**config.mk**
```make
export PLATFORM = sky130hd
export DESIGN_NAME = fifo_ctrl_dual_port
export DESIGN_NICKNAME = d
export VERILOG_FILES = /design/src/rtl/fifo_pkg.sv /design/src/rtl/fifo_ptr.sv /design/src/rtl/fifo_ctrl_dual_port.sv
export SDC_FILE = /design/constraint.sdc
export NUM_CORES = 1
export LEC_CHECK = 0
export BUFFER_PORTS_ARGS = -buffer_cell sky130_fd_sc_hd__buf_2
export CORE_ASPECT_RATIO = 0.8
export CORE_MARGIN = 3
export CORE_UTILIZATION = 44
export CTS_CLUSTER_SIZE = 25
export DETAILED_ROUTE_END_ITERATION = 7
export GPL_ROUTABILITY_DRIVEN = 0
export PLACE_DENSITY = 0.77
export SETUP_SLACK_MARGIN = 0.5
export SLEW_MARGIN = 10
export SYNTH_ARGS = -nofsm -noshare
export SYNTH_HDL_FRONTEND = slang
export SYNTH_SLANG_ARGS = --single-unit
```
**constraint.sdc**
```tcl
create_clock -name clk -period 2.4 [get_ports clk]
set_clock_uncertainty 0.2 [all_clocks]
set_input_delay 0.48 -clock clk [delete_from_list [all_inputs] [get_ports clk]]
set_output_delay 0.48 -clock clk [all_outputs]
set_load 0.005 [all_outputs]
```
**src/rtl/fifo_pkg.sv**
```systemverilog
// Shared constants for the 16x8 buffering FIFO: word/address widths, depth and pointer width.
package fifo_pkg;

  localparam int DATA_W = 8;
  localparam int ADDR_W = 4;
  localparam int DEPTH  = 1 << ADDR_W;
  localparam int PTR_W  = ADDR_W + 1;

endpackage

```
**src/rtl/fifo_ptr.sv**
```systemverilog
// Wrap pointer with increment enable; the MSB is the lap bit used for full/empty detection.
module fifo_ptr
  import fifo_pkg::*;
#(
  parameter int W = PTR_W
) (
  input  logic         clk,
  input  logic         rst,
  input  logic         inc,
  output logic [W-1:0] ptr
);

  logic [W-1:0] ptr_reg;

  always_ff @(posedge clk) begin
    if (rst) begin
      ptr_reg <= '0;
    end else if (inc) begin
      ptr_reg <= ptr_reg + W'(1);
    end
  end

  assign ptr = ptr_reg;

endmodule

```
**src/rtl/fifo_ctrl_dual_port.sv**
```systemverilog
// FIFO controller driving ram_dual_port: push/pop handshake to RAM enables, occupancy flags, rd_valid.
// Optional sticky overflow/underflow outputs are built when FIFO_CTRL_ERR_EN is defined.
module fifo_ctrl_dual_port
  import fifo_pkg::*;
#(
  parameter int DATA_W = fifo_pkg::DATA_W,
  parameter int ADDR_W = fifo_pkg::ADDR_W
) (
  input  logic              clk,
  input  logic              rst,
  input  logic              push,
  input  logic [DATA_W-1:0] wr_data,
  input  logic              pop,
  output logic              full,
  output logic              empty,
  output logic [ADDR_W:0]   count,
  output logic              rd_valid,
  output logic              ram_we,
  output logic [ADDR_W-1:0] ram_waddr,
  output logic [DATA_W-1:0] ram_wdata,
  output logic              ram_re,
  output logic [ADDR_W-1:0] ram_raddr
`ifdef FIFO_CTRL_ERR_EN
  ,
  output logic              overflow,
  output logic              underflow
`endif
);

  localparam int PW = ADDR_W + 1;

  logic [PW-1:0] ptr_val [2];
  logic [1:0]    ptr_inc;
  logic [PW-1:0] wptr;
  logic [PW-1:0] rptr;
  logic          push_ok;
  logic          pop_ok;
  logic          rd_valid_reg;

  // Index 0 is the write pointer, index 1 the read pointer.
  for (genvar gi = 0; gi < 2; gi++) begin : g_ptr
    fifo_ptr #(.W(PW)) u_ptr (
      .clk (clk),
      .rst (rst),
      .inc (ptr_inc[gi]),
      .ptr (ptr_val[gi])
    );
  end

  assign wptr = ptr_val[0];
  assign rptr = ptr_val[1];

  assign empty = (wptr == rptr);
  assign full  = (wptr[ADDR_W] != rptr[ADDR_W]) &&
                 (wptr[ADDR_W-1:0] == rptr[ADDR_W-1:0]);
  assign count = wptr - rptr;

  assign push_ok = push & ~full;
  assign pop_ok  = pop & ~empty;
  assign ptr_inc = {pop_ok, push_ok};

  // RAM samples these on the same edge that advances the pointers.
  assign ram_we    = push_ok;
  assign ram_waddr = wptr[ADDR_W-1:0];
  assign ram_wdata = wr_data;
  assign ram_re    = pop_ok;
  assign ram_raddr = rptr[ADDR_W-1:0];

  always_ff @(posedge clk) begin
    if (rst) begin
      rd_valid_reg <= 1'b0;
    end else begin
      rd_valid_reg <= pop_ok;
    end
  end

  assign rd_valid = rd_valid_reg;

`ifdef FIFO_CTRL_ERR_EN
  logic overflow_reg;
  logic underflow_reg;

  always_ff @(posedge clk) begin
    if (rst) begin
      overflow_reg  <= 1'b0;
      underflow_reg <= 1'b0;
    end else begin
      overflow_reg  <= overflow_reg | (push & full);
      underflow_reg <= underflow_reg | (pop & empty);
    end
  end

  assign overflow  = overflow_reg;
  assign underflow = underflow_reg;
`endif

endmodule

```
* Word-level counts from Yosys, hierarchy flattened
Index checks and enable logic that the tools add are counted.
** Storage, ports and cells
- Output and inout bits :: 26
- Bits in registers :: 11
- Word-level logic and storage cells :: 14
** Cells by class
- Reduce and logical (&&, ||, !) cells :: 1
- Bitwise logic cells :: 4
- Add/sub/neg operators :: 3
- Equal/unequal tests :: 3
** Operators by type and width (number)
- adder 5 x 1 -> 5 bit, second input constant :: 2
- equality test 5 bit :: 1
- subtractor 5 bit :: 1
- equality test 4 bit :: 1
- bitwise AND 1 bit :: 2
- inverter 1 bit :: 2
- logical AND 1 bit :: 1
- != test 1 bit :: 1

* Depth between registers and ports, before layout
Gate-level depths: netlist (run 1).
- Depth in word-level cells :: 4
- Mapped depth :: 7
- Gate-level depth less buffers :: 7

* Hierarchy
A second synthesis (run 1) with hierarchy kept.
** Unflattened totals
- Cell total of the unflattened synthesis :: 80
- Area total of the unflattened synthesis :: 783.3 um^2
** By module, submodules not included
- fifo_ptr :: cells each 22, sequential area each 100.1 um^2, times used 2, area an instance 247.7 um^2
- fifo_ctrl_dual_port :: cells each 36, sequential area each 20.0 um^2, times used 1, area an instance 287.8 um^2

* Worst setup path before layout (run 1)
Ideal clock, no wire load.
- Path type :: register to output
- Start point :: register g_ptr[1].u_ptr.ptr_reg[0]
- End point :: output port count[4]
- Required time :: 1.720 ns
- Cell stages (with the launch flop) :: 7
- Data arrival time :: 1.428 ns
- Path buffers :: 0
- Slack :: 0.292 ns
- Cells stage by stage :: dfxtp_1 > ha_1 > inv_1 > fa_1 > a21o_1 > a21oi_1 > xnor2_1
** Between the ends
- Longest elaborated chain between the ends :: 1
** Ends and longest elaborated chain
- start, declared :: RTL line fifo_ptr.sv:13 : logic [W-1:0] ptr_reg;
- start signal, assigned :: RTL line fifo_ptr.sv:19 : ptr_reg <= ptr_reg + W'(1);
- subtractor 5 bit :: RTL line fifo_ctrl_dual_port.sv:56 : assign count = wptr - rptr;
- end, declared :: RTL line fifo_ctrl_dual_port.sv:16 : output logic [ADDR_W:0] count,
Every way passes these cells.

* Final worst setup path (run 1)
Same ends and word-level chain as after synthesis.

==> results.sh, run 1 <==
export IMPL_status="finished, violations left"
export IMPL_violations="setup timing"
export IMPL_wl_per_cell_um=14.8
export IMPL_drc=0
export IMPL_die_x_um=52.8
export IMPL_critPathKind="register to primary output"
export IMPL_powerDensity_mw_per_mm2=662
export IMPL_routed_wl_um=1980
export IMPL_synth_cell_types=22
export IMPL_vdd_drop_max_mv=0.441
export IMPL_die_area_sq_mm=0.00229
export IMPL_crit_family="adder cells"
export IMPL_largest_reg_flops=10
export IMPL_ant_nets=0
export IMPL_synth_area_sq_um=771
export IMPL_path_cells="ha_4 > inv_2 > fa_2 > a21o_1 > a21oi_2 > xnor2_1 > buf_2"
export IMPL_overflow=0
export IMPL_drive_gt1_share_pct=54.0
export IMPL_postSynthAreaPerCell_sq_um=8.56
export IMPL_area_delta_synth_final_pct=30.0
export IMPL_nets=133
export IMPL_fin_cells=134
export IMPL_hold_violations=0
export IMPL_layout_setup_ws_ps=-25.0
export IMPL_slowest_stage="dfxtp_4"
export IMPL_cts_max_path_buffers=2
export IMPL_grt_pass1_vias=577
export IMPL_diodes=0
export IMPL_cts_tree="done"
export IMPL_end_kind="primary output"
export IMPL_grt_max_degree=12
export IMPL_slowest_delay_ps=390
export IMPL_clock_sinks=11
export IMPL_ctsHoldBuffers=0
export IMPL_min_path_type="input port to register"
export IMPL_vias_per_cell=5.04
export IMPL_slew_viol_final=0
export IMPL_synth_nets=109
export IMPL_drt_iter0_markers=17
export IMPL_portBuffers=21
export IMPL_grtUsageTotal_pct=16.7
export IMPL_dr_pass1_iters=4
export IMPL_setup_violations=1
export IMPL_cts_htree_levels=1
export IMPL_fin_crit_sh_pct=101
export IMPL_p_leak_nw=0.466
export IMPL_max_freq_mhz=412
export IMPL_cts_root_buffer_cell="clkbuf_4"
export IMPL_core_sq_mm=0.00152
export IMPL_place_area_sq_um=803
export IMPL_dp_cells=115
export IMPL_final_util_pct=66.1
export IMPL_dpl_hpwl_um=1180
export IMPL_antenna_found_initial=0
export IMPL_worstSetupStartpointType="register"
export IMPL_syn_inst=90
export IMPL_clkTransAtPathRegs_ps=80
export IMPL_worst_pin_slew_ps=464
export IMPL_dieHeight_um=43.4
export IMPL_cp_arrival_ps=1750
export IMPL_ys_seq_elements=11
export IMPL_path_buf_inv=2
export IMPL_clk_latency_ps=270
export IMPL_numCtsBuffers=3
export IMPL_maxCapViolCount=0
export IMPL_worstPathMaxFanout=5
export IMPL_period_minus_slack_ps=2430
export IMPL_grt_pass1_wl_um=2730
export IMPL_relSlewSlack_pct=68.8
export IMPL_stdcell_area_sq_mm=0.00100
export IMPL_seq_area_frac_synth_pct=28.6
export IMPL_io_pins=38
export IMPL_vias=676
export IMPL_rows=12
export IMPL_worstPathRequired_ps=1720
export IMPL_initial_utilization_pct=50.8
export IMPL_yosysWarnings=0
export IMPL_rsz0062_at_grt="yes"
==> cell type report <==
cell class / count / area [sq um]
fillers: 133 / 514
multi-input cells: 54 / 463
flip-flops and latches: 11 / 235
repair buffers: 36 / 221
inverters: 8 / 30.0
clock buffers: 4 / 26.3
well taps: 21 / 26.3
==> worst paths after layout <==
| path | from | end | slack [ps] | cells after the start |
|---|---|---|---|---|
| worst max-delay path | g_ptr[1].u_ptr.ptr[0] | count[4] | -30 | 7 |
| worst min-delay path | rst | g_ptr[1].u_ptr.ptr[0] | 330 | 2 |
| worst max register to register | g_ptr[1].u_ptr.ptr[1] | g_ptr[1].u_ptr.ptr[3] | 430 | 8 |
| worst min register to register | g_ptr[1].u_ptr.ptr[0] | g_ptr[1].u_ptr.ptr[0] | 360 | 2 |
==> routing by layer <==
layer	up-vias	share of wire, %	GRT usage, %
met5	-	0	0
met1	311	40	21.6
li1	333	-	-
met3	2	10	6.53
met4	0	0.61	4.59
met2	30	49	26.0
==> cell families (layout without fill, tap and decap cells) <==
logic type               Yosys count  count (layout)  synth area share, %
AO/OA/AOI/OAI                     14              14                 10.6
XOR/XNOR                          11              11                 13.5
adder cells (fa/ha/maj)            7               7                 12.3
buffers and inverters             25              48                 20.0
flip-flops                        11              11                 28.6
multiplexers                       2               2                 2.60
AND/OR/NAND/NOR                   20              20                 12.5
==> power by group <==
part           leakage (nW)  total [mW]  internal, mW  switching (mW)
clock network        0.0150       0.129        0.0643          0.0651
logic                 0.358       0.316         0.168           0.148
registers            0.0936       0.218         0.199          0.0186
==> Yosys cell counts <==
master	number	area, sq um
buf_4	16	120
dfxtp_1	11	220
nor2_1	11	41.3
inv_1	8	30.0
a21oi_1	7	35.0
xnor2_1	7	61.3
ha_1	6	75.1
nand4_1	4	25.0
xor2_1	3	26.3
a21o_1	2	15.0
mux2i_1	2	20.0
o21ai_0	2	10.0
or3_1	2	12.5
and4_1	1	8.76
clkbuf_1	1	3.75
fa_1	1	20.0
nand2_1	1	3.75
nand3_1	1	5.00
o211ai_1	1	7.51
o21ai_1	1	5.00
o21ai_2	1	8.76
xor2_2	1	16.3
==> repair_timing <==
item | CTS | global route
endpoints found under the setup margin | 15 | 13
gates resized for setup | 13 | 2
setup buffers | 12 | 3
pin swaps | 13 | 7
==> layout by cell type, fill, tap and decap left out, types with 3 or more instances in the layout <==
| master | count |
|---|---|
| buf_2 | 21 |
| buf_4 | 14 |
| nor2_1 | 10 |
| xnor2_1 | 7 |
| dfxtp_2 | 6 |
| inv_1 | 5 |
| a21oi_1 | 5 |
| nand4_1 | 4 |
| ha_4 | 4 |
| inv_2 | 3 |
| xor2_1 | 3 |
| clkbuf_4 | 3 |
| dfxtp_1 | 3 |
==> per-stage QoR <==
step | setup TNS [ps] | total power [mW] | setup WS (ps) | hold slack (ps)
final | -25.0 | 0.664 | -25.0 | 328
after global routing | -240 | 0.708 | -117 | 336
after CTS | -41.9 | 0.633 | -41.9 | 307
after detailed placement | 0 | 0.447 | 123 | 310
after global placement | 0 | 0.441 | 144 | 301
after floorplan | 0 | 0.387 | 388 | 285
(Power assumes the default switching activity.)
==> inputs of run 2 (changes only) <==
--- a/config.mk
+++ b/config.mk
@@ -6,7 +6,6 @@
 export NUM_CORES = 1
 export LEC_CHECK = 0
 export BUFFER_PORTS_ARGS = -buffer_cell sky130_fd_sc_hd__buf_2
-export CORE_ASPECT_RATIO = 0.8
 export CORE_MARGIN = 3
 export CORE_UTILIZATION = 44
 export CTS_CLUSTER_SIZE = 25
==> results.sh, run 2 (synthesis gave the netlist of run 1 again) <==
export IMPL_endpoint="count[4]"
export IMPL_grt_max_degree=12
export IMPL_dpl_hpwl_um=1220
export IMPL_period_minus_slack_ps=2470
export IMPL_grt_pass1_wl_um=2660
export IMPL_clkTransAtPathRegs_ps=80
export IMPL_nets=132
export IMPL_numCtsBuffers=3
export IMPL_maxCapViolCount=0
export IMPL_diodes=0
export IMPL_die_x_um=47.9
export IMPL_max_freq_mhz=405
export IMPL_powerDensity_mw_per_mm2=674
export IMPL_dp_cells=110
export IMPL_p_leak_nw=0.479
export IMPL_slew_viol_final=0
export IMPL_setup_violations=1
export IMPL_cts_tree="done"
export IMPL_cts_htree_levels=1
export IMPL_layout_setup_ws_ps=-66.8
export IMPL_worstPathMaxFanout=2
export IMPL_startpoint="g_ptr[0].u_ptr.ptr[0]"
export IMPL_crit_top_cell="inv_2"
export IMPL_cp_arrival_ps=1790
export IMPL_multiInputGateArea_sq_um=499
export IMPL_tns_ps=-66.8
export IMPL_initial_utilization_pct=48.9
export IMPL_final_util_pct=66.0
export IMPL_drive_gt1_share_pct=58.9
export IMPL_dieHeight_um=47.9
export IMPL_worstSetupStartpointType="register"
export IMPL_largest_reg_flops=10
export IMPL_clk_latency_ps=270
export IMPL_worstReg2RegStart="g_ptr[1].u_ptr.ptr[2]"
export IMPL_fin_cells=128
export IMPL_vias_per_cell=5.30
export IMPL_antenna_found_initial=0
export IMPL_cts_root_buffer_cell="clkbuf_4"
export IMPL_stdcell_area_sq_mm=0.00104
export IMPL_rows=14
export IMPL_clock_sinks=11
export IMPL_regArea_sq_um=240
export IMPL_portBuffers=21
export IMPL_violations="setup timing"
export IMPL_hold_violations=0
export IMPL_min_path_type="input port to register"
export IMPL_path_cells="inv_2 > ha_4 > inv_2 > fa_2 > a21o_1 > a21oi_2 > xnor2_1 > buf_2"
export IMPL_cts_max_path_buffers=2
export IMPL_final_common_cell="buf_2"
export IMPL_vias=678
export IMPL_status="finished, violations left"
export IMPL_slowest_stage="dfxtp_2"
export IMPL_worst_pin_slew_ps=609
export IMPL_io_pins=38
export IMPL_worstPathRequired_ps=1720
export IMPL_overflow=0
export IMPL_ctsHoldBuffers=0
export IMPL_rsz0062_at_grt="yes"
export IMPL_area_delta_synth_final_pct=35.1
export IMPL_r2r_end="g_ptr[1].u_ptr.ptr[1]"
export IMPL_die_area_sq_mm=0.00229
export IMPL_wl_per_cell_um=15.3
export IMPL_vdd_drop_max_mv=0.434
export IMPL_r2r_setup_slack_ps=560
export IMPL_drt_iter0_markers=18
export IMPL_fillers=139
export IMPL_core_sq_mm=0.00158
export IMPL_place_area_sq_um=797
export IMPL_drc=0
export IMPL_dp_slack_ps=83.1
export IMPL_slowest_delay_ps=330
export IMPL_grt_pass1_vias=606
export IMPL_end_kind="primary output"
export IMPL_critPathKind="register to primary output"
export IMPL_relSlewSlack_pct=59.1
export IMPL_grtUsageTotal_pct=16.7
export IMPL_fin_crit_sh_pct=103
export IMPL_routed_wl_um=1960
export IMPL_mostFrequentLayoutCells="buf_2 (21), buf_4 (11), nor2_1 (10)"
export IMPL_ant_nets=0
export IMPL_dr_pass1_iters=4
export IMPL_r2r_cells=8
## run 2: cell types whose count changed in the layout (fill, tap and decap cells not counted), sizes merged
cell,delta
clkbuf,-1
buf,-1
clkinv,+1
## run 2: layer usage
layer  track usage (%)  vias up  part of all wire (%)  wire, um
li1                  -      327                     -         -
met1              18.5      316                    38       750
met2              29.6       29                    54      1060
met3              3.38        6                   6.2       121
met4              9.14        0                   1.4        28
met5                 0        -                     0         0
## run 2: worst min path at each step
stage	end	from	slack [ps]	cells past startpoint
global route	rd_valid	pop	300	3
global placement	g_ptr[1].u_ptr.ptr[3]	g_ptr[1].u_ptr.ptr[3]	320	2
finish	rd_valid	pop	300	3
CTS	g_ptr[1].u_ptr.ptr[3]	rst	310	2
detailed placement	g_ptr[1].u_ptr.ptr[3]	g_ptr[1].u_ptr.ptr[3]	330	2
floorplan	g_ptr[1].u_ptr.ptr[3]	g_ptr[1].u_ptr.ptr[3]	280	2
## run 2: where the power goes
group          total, mW  internal [mW]  switching, mW
Combinational      0.363          0.193          0.170
Clock              0.128         0.0616         0.0665
Sequential         0.210          0.197         0.0132
Total              0.702          0.452          0.250
## run 2: cell type report
type / instances / share of cell area, %
Clock buffer: 3 / 2.16
Tap cell: 16 / 1.92
Timing Repair Buffer: 35 / 21.3
Sequential cell: 11 / 23.1
Inverter: 8 / 3.12
Multi-Input combinational cell: 54 / 48.0
Clock inverter: 1 / 0.481
## run 2: worst max-delay path, delay by kind of cell (launching register included)
kind	cells	cell delay (ps)
AOI/OAI and AO/OA	2	330
xor gates and xnor gates	1	150
adders and majority gates	2	450
buffers and inverters	3	250
DFF	1	330
## run 2: per-stage QoR
stage               power, mW  hold WS, ps
floorplan               0.387          285
global placement        0.442          322
detailed placement      0.453          330
CTS                     0.649          311
global route            0.749          301
finish                  0.702          301
## run 2: what timing repair did
item,4_1_cts,5_1_grt
buffers inserted,8,6
pin swaps,5,8
resized for setup,12,17
endpoints found under the setup margin,15,15
